===== src/rtl/video_tg_ilace.sv =====
// Interlace/progressive NTSC-style timing generator.
// Counts pixels, lines, fields and frames, and produces registered blanking,
// composite sync (with equalising and serration pulses in the vertical block),
// burst gate and a frame-start strobe.
module video_tg_ilace #(
    parameter int C_H_W          = 10,
    parameter int C_V_W          = 9,
    parameter int C_H_PX_N       = 780,
    parameter int C_H_ACT_PX_N   = 640,
    parameter int C_HS_START     = 659,
    parameter int C_H_SYNC_N     = 58,
    parameter int C_EQ_N         = 29,
    parameter int C_SERR_N       = 58,
    parameter int C_BURST_OFS_N  = 64,
    parameter int C_BURST_N      = 31,
    parameter int C_V_LINE_N     = 263,
    parameter int C_V_ACT_LINE_N = 240,
    parameter int C_V_SYNC_OFS_N = 1
) (
    input  logic             CK_i,
    input  logic             ARST_i,
    input  logic             CK_EE_i,
    input  logic             RST_i,
    input  logic             INTERLACE_i,
    input  logic             BURST_EN_i,
    output logic [C_H_W-1:0] HCTRs_o,
    output logic [C_V_W-1:0] VCTRs_o,
    output logic [7:0]       FCTRs_o,
    output logic             FIELD_o,
    output logic             XBLK_o,
    output logic             XSYNC_o,
    output logic             BURST_o,
    output logic             FRAME_START_o
);

    localparam int H_HALF    = C_H_PX_N / 2;
    localparam int P0        = C_HS_START;
    localparam int P1        = (C_HS_START + H_HALF) % C_H_PX_N;
    localparam int VS_LINE   = C_V_ACT_LINE_N + C_V_SYNC_OFS_N;
    localparam int SERR_LOW  = H_HALF - C_SERR_N;
    localparam int BURST_BEG = (P0 + C_BURST_OFS_N) % C_H_PX_N;

    // Distance from pulse point p forward to h, modulo one line.
    function automatic int hdist(input int h, input int p);
        int r;
        r = (h >= p) ? (h - p) : (h + C_H_PX_N - p);
        return r;
    endfunction

    // Low width of the pulse launched on line line_s at P0 (at_p1=0) or P1.
    // Inside the vertical block the half-line slot index k selects an
    // equalising or serration pulse; outside, only P0 carries line sync.
    function automatic int pulse_w(input int line_s, input logic at_p1, input logic fld);
        int rel;
        int k;
        int w;
        if (!fld) begin
            rel = line_s - VS_LINE;
            k   = at_p1 ? (2 * rel - 1) : (2 * rel);
        end else begin
            rel = line_s - VS_LINE - 1;
            k   = at_p1 ? (2 * rel) : (2 * rel + 1);
        end
        if (k >= 0 && k <= 17) begin
            w = (k < 6 || k > 11) ? C_EQ_N : SERR_LOW;
        end else begin
            w = at_p1 ? 0 : C_H_SYNC_N;
        end
        return w;
    endfunction

    // True while a pulse launched at point p is still low at (h, v).  A pulse
    // seen at h < p belongs to the previous line and has wrapped past HCTR=0.
    function automatic logic sync_low(input int h, input int v, input int p,
                                      input logic at_p1, input logic fld);
        logic started;
        int   line_s;
        started = (h >= p) || (v > 0);
        line_s  = (h >= p) ? v : (v - 1);
        return started && (hdist(h, p) < pulse_w(line_s, at_p1, fld));
    endfunction

    logic [C_H_W-1:0] hctr_q, hctr_d;
    logic [C_V_W-1:0] vctr_q, vctr_d;
    logic [7:0]       fctr_q, fctr_d;
    logic             field_q, field_d;
    logic             mode_q, mode_d;
    logic             xblk_q, xblk_d;
    logic             xsync_q, xsync_d;
    logic             burst_q, burst_d;
    logic             fs_q, fs_d;

    logic             h_wrap;
    logic             field_end;
    logic             frame_end;
    logic [C_V_W-1:0] last_line;
    int               h_i;
    int               v_i;

    // Decode of the current position into next blank/sync/burst levels.
    always_comb begin
        h_i     = int'(hctr_q);
        v_i     = int'(vctr_q);
        xblk_d  = (h_i < C_H_ACT_PX_N) && (v_i < C_V_ACT_LINE_N);
        xsync_d = !(sync_low(h_i, v_i, P0, 1'b0, field_q) ||
                    sync_low(h_i, v_i, P1, 1'b1, field_q));
        burst_d = BURST_EN_i && (hdist(h_i, BURST_BEG) < C_BURST_N) &&
                  !(v_i >= VS_LINE && v_i <= VS_LINE + 9);
    end

    // Line, field and frame boundary detection.
    always_comb begin
        h_wrap    = (hctr_q == C_H_W'(C_H_PX_N - 1));
        last_line = (mode_q && field_q) ? C_V_W'(C_V_LINE_N - 2) : C_V_W'(C_V_LINE_N - 1);
        field_end = h_wrap && (vctr_q == last_line);
        frame_end = field_end && (!mode_q || field_q);
    end

    // Next-state for counters, mode and strobe; sync reset beats the enable.
    always_comb begin
        hctr_d  = hctr_q;
        vctr_d  = vctr_q;
        fctr_d  = fctr_q;
        field_d = field_q;
        mode_d  = mode_q;
        fs_d    = fs_q;
        if (RST_i) begin
            hctr_d  = '0;
            vctr_d  = '0;
            fctr_d  = '0;
            field_d = 1'b0;
            mode_d  = 1'b0;
            fs_d    = 1'b0;
        end else if (CK_EE_i) begin
            hctr_d = h_wrap ? '0 : hctr_q + C_H_W'(1);
            if (field_end) begin
                vctr_d = '0;
            end else if (h_wrap) begin
                vctr_d = vctr_q + C_V_W'(1);
            end
            if (field_end && mode_q) begin
                field_d = !field_q;
            end
            if (frame_end) begin
                fctr_d = fctr_q + 8'd1;
                mode_d = INTERLACE_i;
            end
            fs_d = frame_end;
        end
    end

    // State and output registers; outputs only move on enabled cycles.
    always_ff @(posedge CK_i or posedge ARST_i) begin
        if (ARST_i) begin
            hctr_q  <= '0;
            vctr_q  <= '0;
            fctr_q  <= '0;
            field_q <= 1'b0;
            mode_q  <= 1'b0;
            xblk_q  <= 1'b0;
            xsync_q <= 1'b1;
            burst_q <= 1'b0;
            fs_q    <= 1'b0;
        end else begin
            hctr_q  <= hctr_d;
            vctr_q  <= vctr_d;
            fctr_q  <= fctr_d;
            field_q <= field_d;
            mode_q  <= mode_d;
            fs_q    <= fs_d;
            if (RST_i) begin
                xblk_q  <= 1'b0;
                xsync_q <= 1'b1;
                burst_q <= 1'b0;
            end else if (CK_EE_i) begin
                xblk_q  <= xblk_d;
                xsync_q <= xsync_d;
                burst_q <= burst_d;
            end
        end
    end

    assign HCTRs_o       = hctr_q;
    assign VCTRs_o       = vctr_q;
    assign FCTRs_o       = fctr_q;
    assign FIELD_o       = field_q;
    assign XBLK_o        = xblk_q;
    assign XSYNC_o       = xsync_q;
    assign BURST_o       = burst_q;
    assign FRAME_START_o = fs_q;

endmodule


===== config.mk =====
export PLATFORM = sky130hd
export DESIGN_NAME = video_tg_ilace
export DESIGN_NICKNAME = d
export VERILOG_FILES = /design/src/rtl/video_tg_ilace.sv
export SDC_FILE = /design/constraint.sdc
export NUM_CORES = 1
export LEC_CHECK = 0
export ABC_AREA = 1
export CAP_MARGIN = 10
export CELL_PAD_IN_SITES_DETAIL_PLACEMENT = 2
export CELL_PAD_IN_SITES_GLOBAL_PLACEMENT = 2
export CORE_ASPECT_RATIO = 0.9
export CORE_MARGIN = 1.5
export CORE_UTILIZATION = 33
export DETAILED_ROUTE_END_ITERATION = 8
export PLACE_DENSITY = 0.83
export SLEW_MARGIN = 10
export SYNTH_ARGS = -nofsm -noshare
export SYNTH_HDL_FRONTEND = slang
export SYNTH_SLANG_ARGS = --single-unit
export TNS_END_PERCENT = 20

===== constraint.sdc =====
create_clock -name CK_i -period 6.83 [get_ports CK_i]
set_input_delay 1.366 -clock CK_i [delete_from_list [all_inputs] [get_ports CK_i]]
set_output_delay 1.366 -clock CK_i [all_outputs]
set_load 0.005 [all_outputs]

==> flow_summary.ini <==
[status]
status = finished clean

[detailed_routing]
via_per_inst = 5.418
drtPass1Iterations = 4
wl_met3_um = 882
drc = 0
wl_per_cell_um = 19.61
wl_met1_um = 13110
routed_wl_um = 25800
wl_met2_um = 11560
route.vias.total = 7130
ant_nets = 0
dr.first_iter.drc_count = 449
top_layer = met4

[finish]
syn_to_final_growth_pct = 12.46
regArea_um2 = 827.0
n_antenna_cell = 0
fillerInstances = 2352
layout.nets = 1126
final_common_cell = nand2_1
multi_input_area_um2 = 4673
final_cell_mix = nand2_1, inv_1, nor2_1
layout.cells.non_filler = 1316
drive_gt1_frac = 0.1102

[critical_path]
critPathMaxStageDelay_ns = 0.65
crit_arrival_ns = 6.52
worstSetupStartpointType = register
critPathKind = reg -> reg
worst-path-max-fanout = 23
cp.required_ns = 7.06
cp_common_cell = nand2_1
worstRegToRegCells = 37
worst-path-buf-inv = 3
cpLargestDelayFamily = simple AND/OR/NAND/NOR gates
cp-end-kind = register
path_depth = 37
cpMaxStageDelayCell = dfrtp_1

[global_routing]
antenna_found_initial = 0
grt.total_usage = 0.2707
grt-ovfl-total = 0
grt_pass1_wl_um = 42230
grt_max_degree = 34
first_global_vias = 7675

[placement]
dp.cells = 1308
gp_congestion = 0.9132
portBuffers = 37
dp_hpwl_um = 21190

[floorplanning]
start_util = 0.3365
fp.dieW_um = 147.2
chipHeight_um = 132.8
num_rows = 47
io_pins = 38
core_um2 = 18350
die_area_um2 = 19540

[sta]
relSlewSlack = 0.5488
setup_viol = 0
finalSetupTns_ns = 0
tightest_slew_ns = 0.6723
hold_viol = 0
fin_crit_ns = 6.289
max_clock_freq_ghz = 0.1590
rsz0062_at_grt = false
drv_slew = 0
finClkSkew_ns = 0.002764
fin_crit_sh = 0.9207

[logic_synthesis]
synth.area.top_cells = nand2_1, dfrtp_1, ha_1
synth_edf_count = 0
synth_cell_type_count = 51
ys.flop_type = dfrtp_1
syn_area_um2 = 6175
synth_seq_area_share = 0.1339
ys_warn_count = 0
synthArstFlopShare = 1.000
ys_ff_latch = 33
netlist.area_leader.share = 0.1842
syn_avg_cell_area_um2 = 5.943
synth_top_area_cell = nand2_1
synth_nets = 1095
syn_inst = 1039

[cts]
cts_max_path_buffers = 2
clk_latency_ns = 0.28
cts-root-buf = clkbuf_16
h-tree-depth = 2
cts_hold_buf = 0
cts_made_buffers = 5
clk_pin_slew_worst_paths_ns = 0.06
cts.sink_count = 33
cts_tree = done

[worst_hold_path]
hold_class = reg -> reg
hold_depth = 2

[pwr]
power.density_nw_per_um2 = 126.8
peakVddDrop_mv = 0.1077
leakage_nw = 3.356

[flow_run]
maxCapViolCount = 0
[sequential cells by signal, indices dropped and copies added, names as in the netlist]
name / count
BURST_o: 1
FCTRs_o: 8
FIELD_o: 1
FRAME_START_o: 1
HCTRs_o: 10
VCTRs_o: 9
XBLK_o: 1
XSYNC_o: 1
mode_q: 1
[worst register-to-register path, delay by kind of cell (launching register included)]
family	cells	cell delay [ns]
AND/OR/NAND/NOR	29	3.34
adder cells (fa/ha/maj)	4	1.31
flip-flops	1	0.65
buffers and inverters	3	0.49
AO/OA/AOI/OAI	1	0.44
[final cells by class]
type	instances	share of cell area
timing repair buffer	43	0.05982
tap	245	0.04414
multi-input combinational	845	0.6730
sequential	33	0.1191
inverter	142	0.07856
clock buffer	6	0.02000
clock inverter	2	0.005405
[cells in the mapped netlist (3+ instances only)]
library cell	n
nand3_4	5
o21ai_0	40
clkinv_1	4
nor4_1	4
nand3_2	15
xor2_1	23
xnor2_1	4
nand2_4	6
nor3_1	25
nor2_1	116
a31oi_1	3
nand2_2	23
inv_2	12
o31ai_1	6
nor2_2	22
clkbuf_1	6
o21ai_1	3
buf_6	5
nand4_1	31
buf_2	4
o22ai_1	6
buf_4	4
inv_1	123
ha_1	50
nand2_1	303
a21oi_1	30
nand3_1	90
nand3b_1	6
nor2_4	6
dfrtp_1	32
o21a_1	3
or2_2	3
[per-layer routing]
| metal | global-route usage | vias to the layer above |
|---|---|---|
| li1 | - | 3438 |
| met1 | 0.3976 | 3558 |
| met2 | 0.4395 | 118 |
| met3 | 0.01966 | 16 |
| met4 | 0.04111 | 0 |
| met5 | 0 | - |
[per-stage QoR]
| stage | utilization | total power, W | worst slack, ns | instance area [um2] | hold WS [ns] |
|---|---|---|---|---|---|
| final | 0.3785 | 0.0008806 | 0.5415 | 6944 | 0.4969 |
| after global routing | 0.3785 | 0.0009386 | 0.03161 | 6944 | 0.5194 |
| after CTS | 0.3785 | 0.0008810 | 0.4850 | 6944 | 0.5005 |
| after detailed placement | 0.3689 | 0.0006032 | 0.4910 | 6768 | 0.4958 |
| after global placement | 0.3689 | 0.0005855 | 0.9866 | 6768 | 0.4709 |
| after floorplan | - | 0.0004874 | 1.813 | 6175 | 0.4737 |
[power by group]
part	leakage, nW	switching [W]	internal [W]
logic	2.82	0.000276	0.000123
registers	0.454	0.00000451	0.000198
clock network	0.0831	0.0000964	0.000182
[logic make-up after synthesis]
group                      share of synthesized area
AOI/OAI and AO/OA                             0.1017
adders and majority gates                     0.1013
buffers and inverters                         0.1092
DFF                                           0.1339
xor gates and xnor gates                     0.03830
and+or+nand+nor                               0.5155
[worst paths after layout]
path | from | to | slack, ns
max | HCTRs_o[2] | XSYNC_o | 0.54
min in group asynchronous | ARST_i | HCTRs_o[0] | 1.50
min | FRAME_START_o | FRAME_START_o | 0.50
max reg2reg | HCTRs_o[2] | XSYNC_o | 0.54
min reg2reg | FRAME_START_o | FRAME_START_o | 0.50
max in group asynchronous | ARST_i | XSYNC_o | 4.98
[timing repair]
item / 4_1_cts / 5_1_grt
resized for setup: 0 / 2
setup endpoints to repair: 0 / 1
setup buffers: 0 / 0
No activity file was read; power rests on OpenSTA's default activity.
